$ cat src/rtl/pe_window_loader.sv
// pe_window_loader: gathers 2-bit samples into a 12-sample window and
// a 3-tap filter, and presents both to a processing element. Consecutive
// windows overlap by two samples so a 3-tap convolution runs without gaps
// across window boundaries.
module pe_window_loader (
    input  logic        clk,
    input  logic        rst_n,
    input  logic        in_valid,
    input  logic [1:0]  in_data,
    input  logic        in_first,
    output logic        in_ready,
    input  logic        filt_valid,
    input  logic [1:0]  filt_data,
    output logic        filt_ready,
    output logic        win_valid,
    input  logic        win_ready,
    output logic [23:0] win_data,
    output logic [5:0]  filter,
    output logic        filt_loaded
);

    typedef enum logic [1:0] {
        ST_EMPTY = 2'd0,
        ST_FILL  = 2'd1,
        ST_FULL  = 2'd2
    } state_t;

    state_t      r_state;
    state_t      w_state_next;
    logic [3:0]  r_cnt;
    logic [3:0]  w_cnt_next;
    logic [23:0] r_win;
    logic [23:0] w_win_next;

    logic [1:0]  r_tcnt;
    logic [1:0]  r_tap [0:2];
    logic        r_filt_loaded;

    logic        w_smp_acc;
    logic        w_tap_acc;
    logic        w_win_hs;

    // The window state alone decides readiness; there is no bypass while full.
    assign in_ready    = (r_state != ST_FULL);
    assign win_valid   = (r_state == ST_FULL) && r_filt_loaded;
    assign filt_ready  = !win_valid;
    assign filt_loaded = r_filt_loaded;
    assign win_data    = r_win;

    assign w_smp_acc = in_valid && in_ready;
    assign w_tap_acc = filt_valid && filt_ready;
    assign w_win_hs  = win_valid && win_ready;

    // Pack the tap registers into the presented filter word.
    for (genvar gi = 0; gi < 3; gi++) begin : g_filter
        assign filter[2*gi +: 2] = r_tap[gi];
    end

    // Next window contents, fill count and fill state.
    always_comb begin
        w_state_next = r_state;
        w_cnt_next   = r_cnt;
        w_win_next   = r_win;
        if (w_win_hs) begin
            // Keep the last two samples as the head of the next window.
            w_win_next   = {20'd0, r_win[23:20]};
            w_cnt_next   = 4'd2;
            w_state_next = ST_FILL;
        end else if (w_smp_acc) begin
            if (in_first) begin
                // New row: previous partial window is meaningless.
                w_win_next = {22'd0, in_data};
                w_cnt_next = 4'd1;
            end else begin
                w_win_next[{r_cnt, 1'b0} +: 2] = in_data;
                w_cnt_next = r_cnt + 4'd1;
            end
            w_state_next = (w_cnt_next == 4'd12) ? ST_FULL : ST_FILL;
        end
    end

    // Window state registers.
    always_ff @(posedge clk or negedge rst_n) begin
        if (!rst_n) begin
            r_state <= ST_EMPTY;
            r_cnt   <= 4'd0;
            r_win   <= 24'd0;
        end else begin
            r_state <= w_state_next;
            r_cnt   <= w_cnt_next;
            r_win   <= w_win_next;
        end
    end

    // Filter tap loading; a new load invalidates the filter until tap 2 lands.
    always_ff @(posedge clk or negedge rst_n) begin
        if (!rst_n) begin
            r_tcnt        <= 2'd0;
            r_filt_loaded <= 1'b0;
            for (int i = 0; i < 3; i++) begin
                r_tap[i] <= 2'd0;
            end
        end else if (w_tap_acc) begin
            r_tap[r_tcnt] <= filt_data;
            if (r_tcnt == 2'd0) begin
                r_filt_loaded <= 1'b0;
            end
            if (r_tcnt == 2'd2) begin
                r_filt_loaded <= 1'b1;
                r_tcnt        <= 2'd0;
            end else begin
                r_tcnt <= r_tcnt + 2'd1;
            end
        end
    end

endmodule

$ cat config.mk
export PLATFORM = sky130hd
export DESIGN_NAME = pe_window_loader
export DESIGN_NICKNAME = d
export VERILOG_FILES = /design/src/rtl/pe_window_loader.sv
export SDC_FILE = /design/constraint.sdc
export NUM_CORES = 1
export LEC_CHECK = 0
export ABC_AREA = 1
export CAP_MARGIN = 20
export CORE_MARGIN = 5
export CORE_UTILIZATION = 50
export CTS_BUF_LIST = sky130_fd_sc_hd__clkbuf_4 sky130_fd_sc_hd__clkbuf_8
export DETAILED_ROUTE_END_ITERATION = 16
export PLACE_DENSITY = 0.83
export RECOVER_POWER = 100
export SLEW_MARGIN = 20
export SYNTH_ARGS = -nofsm -noshare
export SYNTH_HDL_FRONTEND = slang
export SYNTH_SLANG_ARGS = --single-unit
export TNS_END_PERCENT = 100
$ cat constraint.sdc
create_clock -name clk -period 2.1 [get_ports clk]
set_clock_uncertainty 0.2 [all_clocks]
set_input_delay 0.315 -clock clk [delete_from_list [all_inputs] [get_ports clk]]
set_output_delay 0.315 -clock clk [all_outputs]
set_load 0.03 [all_outputs]
# Yosys cells after proc, flatten, opt, wreduce, memory -nomap -nowiden
# Index checks and enable logic that the tools add are counted.
# W data, S select, Z words.
# word_totals
reg_bits,39
in_bits,10
out_inout_bits,34
word_cells,48
# op_classes
add_sub_neg,3
order_cmp,2
eq_ne,4
shift,2
mux,18
bitwise_logic,1
n_reduce_logical,10
# ops
operator,n
$mux W24,3
$bwmux W24,1
$shift A2 B7 Y24 const A,1
$shiftx A2 B7 Y24,1
$mux W4,5
$mux W2,5
$neg A5 Y7,1
$bwmux W6,1
$logic_and A1 B1 Y1,5
$add A4 B1 Y4 const B,1
$demux W2 S2,1
$eq A2 B2 Y1 const B,2
$eq A4 B4 Y1 const B,1
$reduce_bool A2 Y1,2
$ge A3 B3 Y1 const B,1
$lt A3 B1 Y1 const B,1
$not A2 Y3,1
$add A2 B1 Y2 const B,1
$logic_not A2 Y1,1
$mux W1,2
$ne A2 B2 Y1 const B,1
$reduce_and A2 Y1,1
$logic_not A1 Y1,1

# Depth between registers and ports, before layout
# Gate-level depths: netlist of the first run.
# logic_depth
depth_word,8
depth_mapped,13
ltp_nobuf,12

# Least setup slack after synthesis of the first run
# OpenSTA, ideal clock, no wires.
# synth_timing
kind,register to register
startpoint,register r_cnt[0]
endpoint,register r_win[6] (netlist: win_data[6])
setup_time_ns,0.118
arrival_ns,1.613
required_time_ns,1.782
path_slack_ns,0.169
path_stages_with_launch,13
path_buffers,1
synth_period_minus_slack_ns,1.931
path_cell_list,dfrtp_1 -> inv_1 -> buf_2 -> ha_1 -> inv_1 -> nand2_1 -> nand2_4 -> inv_2 -> nand2_1 -> nor2_1 -> o21ai_0 -> nand2_1 -> nand2_1
# synth_between
elab_chain_cells,6
elab_cells_between_ends,7
cone_classes,add/sub (1); shift (2); mux (4)
# synth_rtl
element,line,rtl
start: declaration,30,logic [3:0] r_cnt;
start signal: assignment,90,r_cnt <= w_cnt_next;
$neg A5 Y7 *,75,"w_win_next[{r_cnt, 1'b0} +: 2] = in_data;"
$shiftx A2 B7 Y24 / $shift A2 B7 Y24 (equally long branches),75,
$bwmux W24 *,75,
$mux W24 *,70,if (in_first) begin
$mux W24 *,69,end else if (w_smp_acc) begin
$mux W24 *,64,if (w_win_hs) begin
end signal: assignment,91,r_win <= w_win_next;
end: declaration,32,logic [23:0] r_win;
# Every way passes the cells marked *; elsewhere a longest branch is shown, timed or not. The select of a mux whose other input is x is not followed.
# A chain may end at the register's enable or synchronous reset.

# Final worst setup path of the first run
# layout_timing
startpoint,register r_filt_loaded (netlist: filt_loaded)
endpoint,output port filt_loaded
# layout_lines
element,line,rtl
start: declaration,37,logic r_filt_loaded;
start signal: assignment,99,r_filt_loaded <= 1'b0;
start signal: assignment,106,r_filt_loaded <= 1'b0;
start signal: assignment,109,r_filt_loaded <= 1'b1;
end: declaration,19,output logic filt_loaded
# No word-level cell between the ends.

==> metrics.csv, run 1 <==
stage,metric,value,unit
timing,PnR worst setup slack,0.171,ns
detailed_routing,Highest Signal Layer,met4,
die,die width,74.0,um
setup_path,CP Capture Type,primary output,
yosys,post-synthesis net count,294,
timing,hold_ws,0.271,ns
timing,fin crit period,1.93,ns
yosys,post-synthesis cell area,2050,um2
clocking,TritonCTS clock tree,built,
setup_path,critical path type,register to primary output,
flow_run,max cap viols,0,
clocking,clock buffer depth,2,
detailed_routing,DR WL met3,303,um
place,IO buf count,43,
timing,Final setup viols,0,
setup_path,WP data required,1.58,ns
setup_path,RR Startpoint,r_cnt[1]$_DFFE_PN0P_,
clocking,worst-skew pair later-pin latency,0.29,ns
die,core area,4000,um2
timing,final period utilization,0.919,
yosys,ys flop type,dfrtp_1,
global_route,largest net degree at the start of global routing,40,
place,Placer Congestion,0.965,
place,Worst Setup Slack post-DPL,0.0414,ns
detailed_routing,vias per cell,5.03,
yosys,top-count cell post-synth,nand2_1,
yosys,top-area cell type share of the netlist area,0.476,
global_route,vias in the first global route,1819,
yosys,Cell variety after synth,22,
setup_path,crit-path max FO,4,
detailed_routing,DR vias,1952,
place,dpl hpwl,3680,um
min_path,hold_sp,win_data[16]$_DFFE_PN0P_,
yosys,Synth Area in Simple Gates,0.386,
yosys,synth top area cells,"dfrtp_1, nand2_1, nand3_1, nor2_1, inv_1",
setup_path,r2r setup slk,0.20,ns
yosys,Syn Area/Cell,7.29,um2
min_path,Hold Crit Class,register to register,
setup_path,startpoint types,register,
outcome,run status,finished clean,
timing,Slew @ Worst Pin,0.950,ns
finish,Ant. Diodes,0,
clocking,CTS H-tree lvls,2,
global_route,Total GRT Usage,0.194,
clocking,# clock sinks,39,
yosys,XOR/XNOR share of the synthesized area,0.00427,
yosys,leading post-synthesis cells by instance count,"nand2_1, dfrtp_1, nor2_1",
finish,Synth-to-Final Area Change,31.4,%
timing,max_slew headroom,0.367,
yosys,post-synthesis mux area share,0,
clocking,Num CTS Buffers,5,
yosys,Synth area leader,dfrtp_1,
timing,Max Clk Rate,518,MHz
clocking,clock-pin slew on the worst setup and hold paths,0.07,ns
setup_path,CP peak stage delay,0.70,ns
yosys,ys async rst share,1.00,
global_route,first-pass GRT wire length,8200,um
min_path,"Endpoint, Worst Hold",win_data[16]$_DFFE_PN0P_,
detailed_routing,WL per Instance,12.5,um
yosys,Cells after Synth,281,
finish,Final #Nets,350,
yosys,"EDFF count, synth",0,
timing,final hold vios,0,
yosys,largest family of logic cells by synthesized area,simple AND/OR/NAND/NOR gates,
power_and_ir_drop,Cell Pwr Density,838,nW/um2
yosys,Synth Register Bits,39,
setup_path,Worst path top cell family by delay,buffers and inverters,
timing,max-slew violation count,0,
die,row cnt,23,
detailed_routing,drt drc,0,
finish,Final Non-Filler Cells,388,
die,Top Ports,44,
power_and_ir_drop,peak supply drop,507,uV
yosys,Syn. warnings,0,
setup_path,"Cell Chain, Critical Path",clkdlybuf4s50_1,
detailed_routing,Iter 0 DRT Violations,184,
detailed_routing,met2 wire length,2320,um
min_path,WHS Path Cells,2,
clocking,CTS Root Buffer Type,clkbuf_8,
die,Die H,74.0,um
yosys,Synth Area in Adders,0.0183,
yosys,Synth Area in Compound Gates,0.0507,
global_route,initial antenna violation count,0,
setup_path,worst path arrival time,1.41,ns
setup_path,reg2reg end,win_data[22]$_DFFE_PN0P_,
detailed_routing,Antenna Nets Post-Route,0,
finish,layout cells sized above 1,0.0917,
detailed_routing,Total Wirelength,4860,um
setup_path,slowest CP cell,clkdlybuf4s50_1,
finish,post-layout util,0.673,
yosys,"Seq/Total Area, Yosys",0.476,
detailed_routing,met1 WL,2150,um
setup_path,R2R cell count,11,
die,die area,5480,um2
power_and_ir_drop,leakage,1.43,nW
setup_path,"Buf+Inv Stages, Crit Path",1,
global_route,remaining global-route overflow,0,
die,Initial Utilization,0.512,
place,cell count after placement,379,
detailed_routing,DRT Pass-1 Iters,4,
-- where the power goes --
group | internal (W) | total [W] | switching, W
Sequential | 0.000862 | 0.000935 | 0.0000737
Combinational | 0.000302 | 0.000806 | 0.000505
Clock | 0.000259 | 0.000516 | 0.000257
-- layout make-up --
type	count	area, um2
clock inverters	1	5.00
repair buffers	53	500
inverters	30	113
flip-flops and latches	39	976
clock buffers	7	83.8
fillers	354	1310
multi-input cells	208	953
well taps	50	62.6
-- stage by stage --
stage	power [W]	area (um2)	TNS, ns
2_1_floorplan	0.00143	2050	0
4_1_cts	0.00226	2680	0
5_1_grt	0.00239	2690	-0.00627
3_5_place_dp	0.00174	2580	0
6_report	0.00226	2690	0
3_3_place_gp	0.00173	2580	0
-- cell usage in the layout (no fill, tap or decap), drive strengths merged --
cell type      count
nand2            121
dfrtp             39
clkdlybuf4s50     39
nor2              30
inv               30
nand3             24
o21ai             12
buf                9
clkbuf             8
nor3               5
a21oi              4
nand4              3
ha                 3
nor4               2
o22ai              2
dlygate4sd2        2
xor2               1
o21a               1
clkinv             1
dlygate4sd3        1
dlymetal6s2s       1
-- kinds of logic (layout without fill, tap and decap cells) --
kind of cell | count (synthesis) | count (layout)
AOI/OAI and AO/OA | 19 | 19
xor gates and xnor gates | 1 | 1
adders and majority gates | 3 | 3
buffers and inverters | 34 | 91
DFF | 39 | 39
and+or+nand+nor | 185 | 185
-- flip-flops by register name, indices dropped and copies added (netlist names) --
| name | cells |
|---|---|
| r_state | 2 |
| win_data | 24 |
| r_cnt | 4 |
| filter | 6 |
| r_tcnt | 2 |
| filt_loaded | 1 |
-- worst max-delay path by stage --
stage	startpoint	endpoint	slack, ns	depth (start not counted)
CTS	r_state[1]$_DFFE_PN0P_	in_ready	0.05	2
detailed placement	win_ready	win_data[1]$_DFFE_PN0P_	0.04	8
global placement	win_ready	win_data[1]$_DFFE_PN0P_	0.09	8
floorplan	r_cnt[0]$_DFFE_PN0P_	win_data[6]$_DFFE_PN0P_	0.17	12
global route	r_cnt[1]$_DFFE_PN0P_	win_data[7]$_DFFE_PN0P_	-0.006	11
finish	filt_loaded$_DFFE_PN0P_	filt_loaded	0.17	1
-- what timing repair did --
action	in CTS	in global routing
hold endpoints to repair	39	0
hold buffers	1	0
buffers inserted	0	0
setup endpoints to repair	2	9
gates resized for setup	2	4
-- per-layer routing --
layer	vias up	track usage
met1	889	0.260
met3	7	0.0284
li1	989	-
met4	0	0.0765
met5	-	0
met2	67	0.318
-- worst register-to-register path, delay by kind of cell, from the launching register on --
| family | cells | cell delay, ns |
|---|---|---|
| fa+ha+maj | 1 | 0.16 |
| compound gates | 1 | 0.11 |
| flops | 1 | 0.41 |
| simple gates | 6 | 0.59 |
| buf+inv | 3 | 0.33 |
(Power assumes the default switching activity.)
==> inputs of run 2 (changes only) <==
--- a/config.mk
+++ b/config.mk
@@ -10,6 +10,7 @@
 export CORE_MARGIN = 5
 export CORE_UTILIZATION = 50
 export CTS_BUF_LIST = sky130_fd_sc_hd__clkbuf_4 sky130_fd_sc_hd__clkbuf_8
+export CTS_CLUSTER_SIZE = 14
 export DETAILED_ROUTE_END_ITERATION = 16
 export PLACE_DENSITY = 0.83
 export RECOVER_POWER = 100
==> results of run 2 <==
Same layout as run 1: the final DEF is identical, and so are final timing and power.
==> inputs of run 3 (changes only) <==
--- a/config.mk
+++ b/config.mk
@@ -12,6 +12,7 @@
 export CTS_BUF_LIST = sky130_fd_sc_hd__clkbuf_4 sky130_fd_sc_hd__clkbuf_8
 export CTS_CLUSTER_SIZE = 14
 export DETAILED_ROUTE_END_ITERATION = 16
+export GPL_ROUTABILITY_DRIVEN = 0
 export PLACE_DENSITY = 0.83
 export RECOVER_POWER = 100
 export SLEW_MARGIN = 20
==> constraint.sdc (replaced) <==
create_clock -name clk -period 2.3 [get_ports clk]
set_clock_uncertainty 0.2 [all_clocks]
set_input_delay 0.345 -clock clk [delete_from_list [all_inputs] [get_ports clk]]
set_output_delay 0.345 -clock clk [all_outputs]
set_load 0.03 [all_outputs]
==> metrics.csv, run 3 (same netlist as run 1, synthesis figures left out) <==
stage,metric,value,unit
place,dpl hpwl,3760,um
clocking,Num CTS Buffers,5,
timing,hold_ws,0.270,ns
finish,post-layout util,0.660,
timing,max_slew headroom,0.367,
detailed_routing,DRT Pass-1 Iters,4,
finish,"most common cell after layout, fill and taps aside",nand2_1,
timing,final period utilization,0.918,
min_path,Hold Crit Class,register to register,
timing,fin crit period,2.11,ns
detailed_routing,Iter 0 DRT Violations,108,
die,die area,5480,um2
timing,Fin Setup TNS,0,ns
detailed_routing,drt drc,0,
global_route,largest net degree at the start of global routing,40,
setup_path,reg2reg end,win_data[4]$_DFFE_PN0P_,
place,IO buf count,43,
power_and_ir_drop,leakage,1.49,nW
global_route,initial antenna violation count,0,
setup_path,crit-path max FO,4,
die,row cnt,23,
setup_path,RR Startpoint,r_state[1]$_DFFE_PN0P_,
clocking,worst-skew pair later-pin latency,0.29,ns
global_route,met1 Usage GRT,0.267,
detailed_routing,DR vias,1939,
setup_path,critical path type,register to primary output,
timing,Slew @ Worst Pin,0.949,ns
finish,max FFs per register,24,
setup_path,startpoint types,register,
finish,Ant. Diodes,0,
power_and_ir_drop,Cell Pwr Density,759,nW/um2
global_route,GR Layer Usage met3,0.0541,
setup_path,slowest CP cell,dlygate4sd3_1,
clocking,# clock sinks,39,
die,Die H,74.0,um
clocking,CTS Root Buffer Type,clkbuf_8,
die,core area,4000,um2
detailed_routing,Antenna Nets Post-Route,0,
die,Initial Utilization,0.512,
min_path,WHS Path Cells,2,
setup_path,"Cell Chain, Critical Path","nand2_1, dlygate4sd3_1",
detailed_routing,vias per cell,5.05,
finish,most frequent cells in the layout,"nand2_1, dfrtp_1, dlygate4sd3_1, nor2_1, inv_1",
detailed_routing,Total Wirelength,4920,um
clocking,TritonCTS clock tree,built,
die,Top Ports,44,
setup_path,worst path arrival time,1.57,ns
clocking,postcts setup bufs,0,
clocking,clock buffer depth,2,
flow_run,max cap viols,0,
timing,Final setup viols,0,
timing,Max Clk Rate,473,MHz
detailed_routing,WL per Instance,12.8,um
global_route,Total GRT Usage,0.205,
timing,final hold vios,0,
power_and_ir_drop,peak supply drop,524,uV
min_path,"Endpoint, Worst Hold",win_data[16]$_DFFE_PN0P_,
outcome,run status,finished clean,
setup_path,r2r setup slk,0.28,ns
setup_path,CP peak stage delay,0.74,ns
global_route,met2 global-route usage,0.323,
setup_path,WP data required,1.75,ns
die,die width,74.0,um
finish,Synth-to-Final Area Change,28.8,%
place,cell count after placement,375,
finish,Final #Nets,346,
timing,unrepaired setup endpoints after global routing,no,
global_route,vias in the first global route,1900,
timing,max-slew violation count,0,
clocking,clock-pin slew on the worst setup and hold paths,0.07,ns
clocking,CTS H-tree lvls,2,
setup_path,R2R cell count,7,
finish,layout cells sized above 1,0.0659,
global_route,gr busiest metal,met2,
setup_path,CP Capture Type,primary output,
min_path,hold_sp,win_data[16]$_DFFE_PN0P_,
finish,Final Non-Filler Cells,384,
global_route,first-pass GRT wire length,8560,um
finish,Fill cells,370,
global_route,remaining global-route overflow,0,
## run 3: layer usage
layer  routed length, um  vias to the layer above
li1                    -                      978
met1                2260                      890
met2                2290                       59
met3                 263                       12
met4                 101                        0
met5                   0                        -
## run 3: worst max-delay path: cells and delay by family (launching register included)
kind / cells / cell delay [ns]
buffers and inverters: 1 / 0.74
flip-flops: 1 / 0.44
AND/OR/NAND/NOR: 1 / 0.10
## run 3: repair_timing
item | CTS | global route
hold buffers | 1 | 0
setup endpoints to repair | 0 | 1
hold endpoints to repair | 39 | 0
resized for setup | 0 | 1
## run 3: cell type report
type                       instances  area, um2  share of cell area
clock buffer                       7       83.8              0.0318
inverter                          30        113              0.0427
timing repair buffer              49        463               0.175
tap                               50       62.6              0.0237
sequential                        39        976               0.370
clock inverter                     1       5.00             0.00190
multi-input combinational        208        936               0.355
## run 3: power by group
group | total, W | internal (W) | switching, W
registers | 0.000854 | 0.000787 | 0.0000667
logic | 0.000687 | 0.000230 | 0.000457
clock network | 0.000463 | 0.000236 | 0.000226
total | 0.00200 | 0.00125 | 0.000750
## run 3: worst max path at each step
stage / depth (start not counted) / slack [ns] / to / from
global placement: 8 / 0.23 / win_data[0]$_DFFE_PN0P_ / win_ready
CTS: 4 / 0.05 / win_valid / r_state[0]$_DFFE_PN0P_
finish: 2 / 0.19 / in_ready / r_state[1]$_DFFE_PN0P_
floorplan: 12 / 0.37 / win_data[6]$_DFFE_PN0P_ / r_cnt[0]$_DFFE_PN0P_
detailed placement: 8 / 0.17 / win_data[1]$_DFFE_PN0P_ / win_ready
global route: 11 / 0.08 / win_data[7]$_DFFE_PN0P_ / r_cnt[1]$_DFFE_PN0P_
## run 3: stage by stage
step	setup slack [ns]	cell area, um2	total power [W]
after floorplan	0.369	2050	0.00131
after global placement	0.233	2550	0.00156
after detailed placement	0.169	2550	0.00158
after CTS	0.0496	2650	0.00205
after global routing	0.0784	2640	0.00213
final	0.188	2640	0.00200
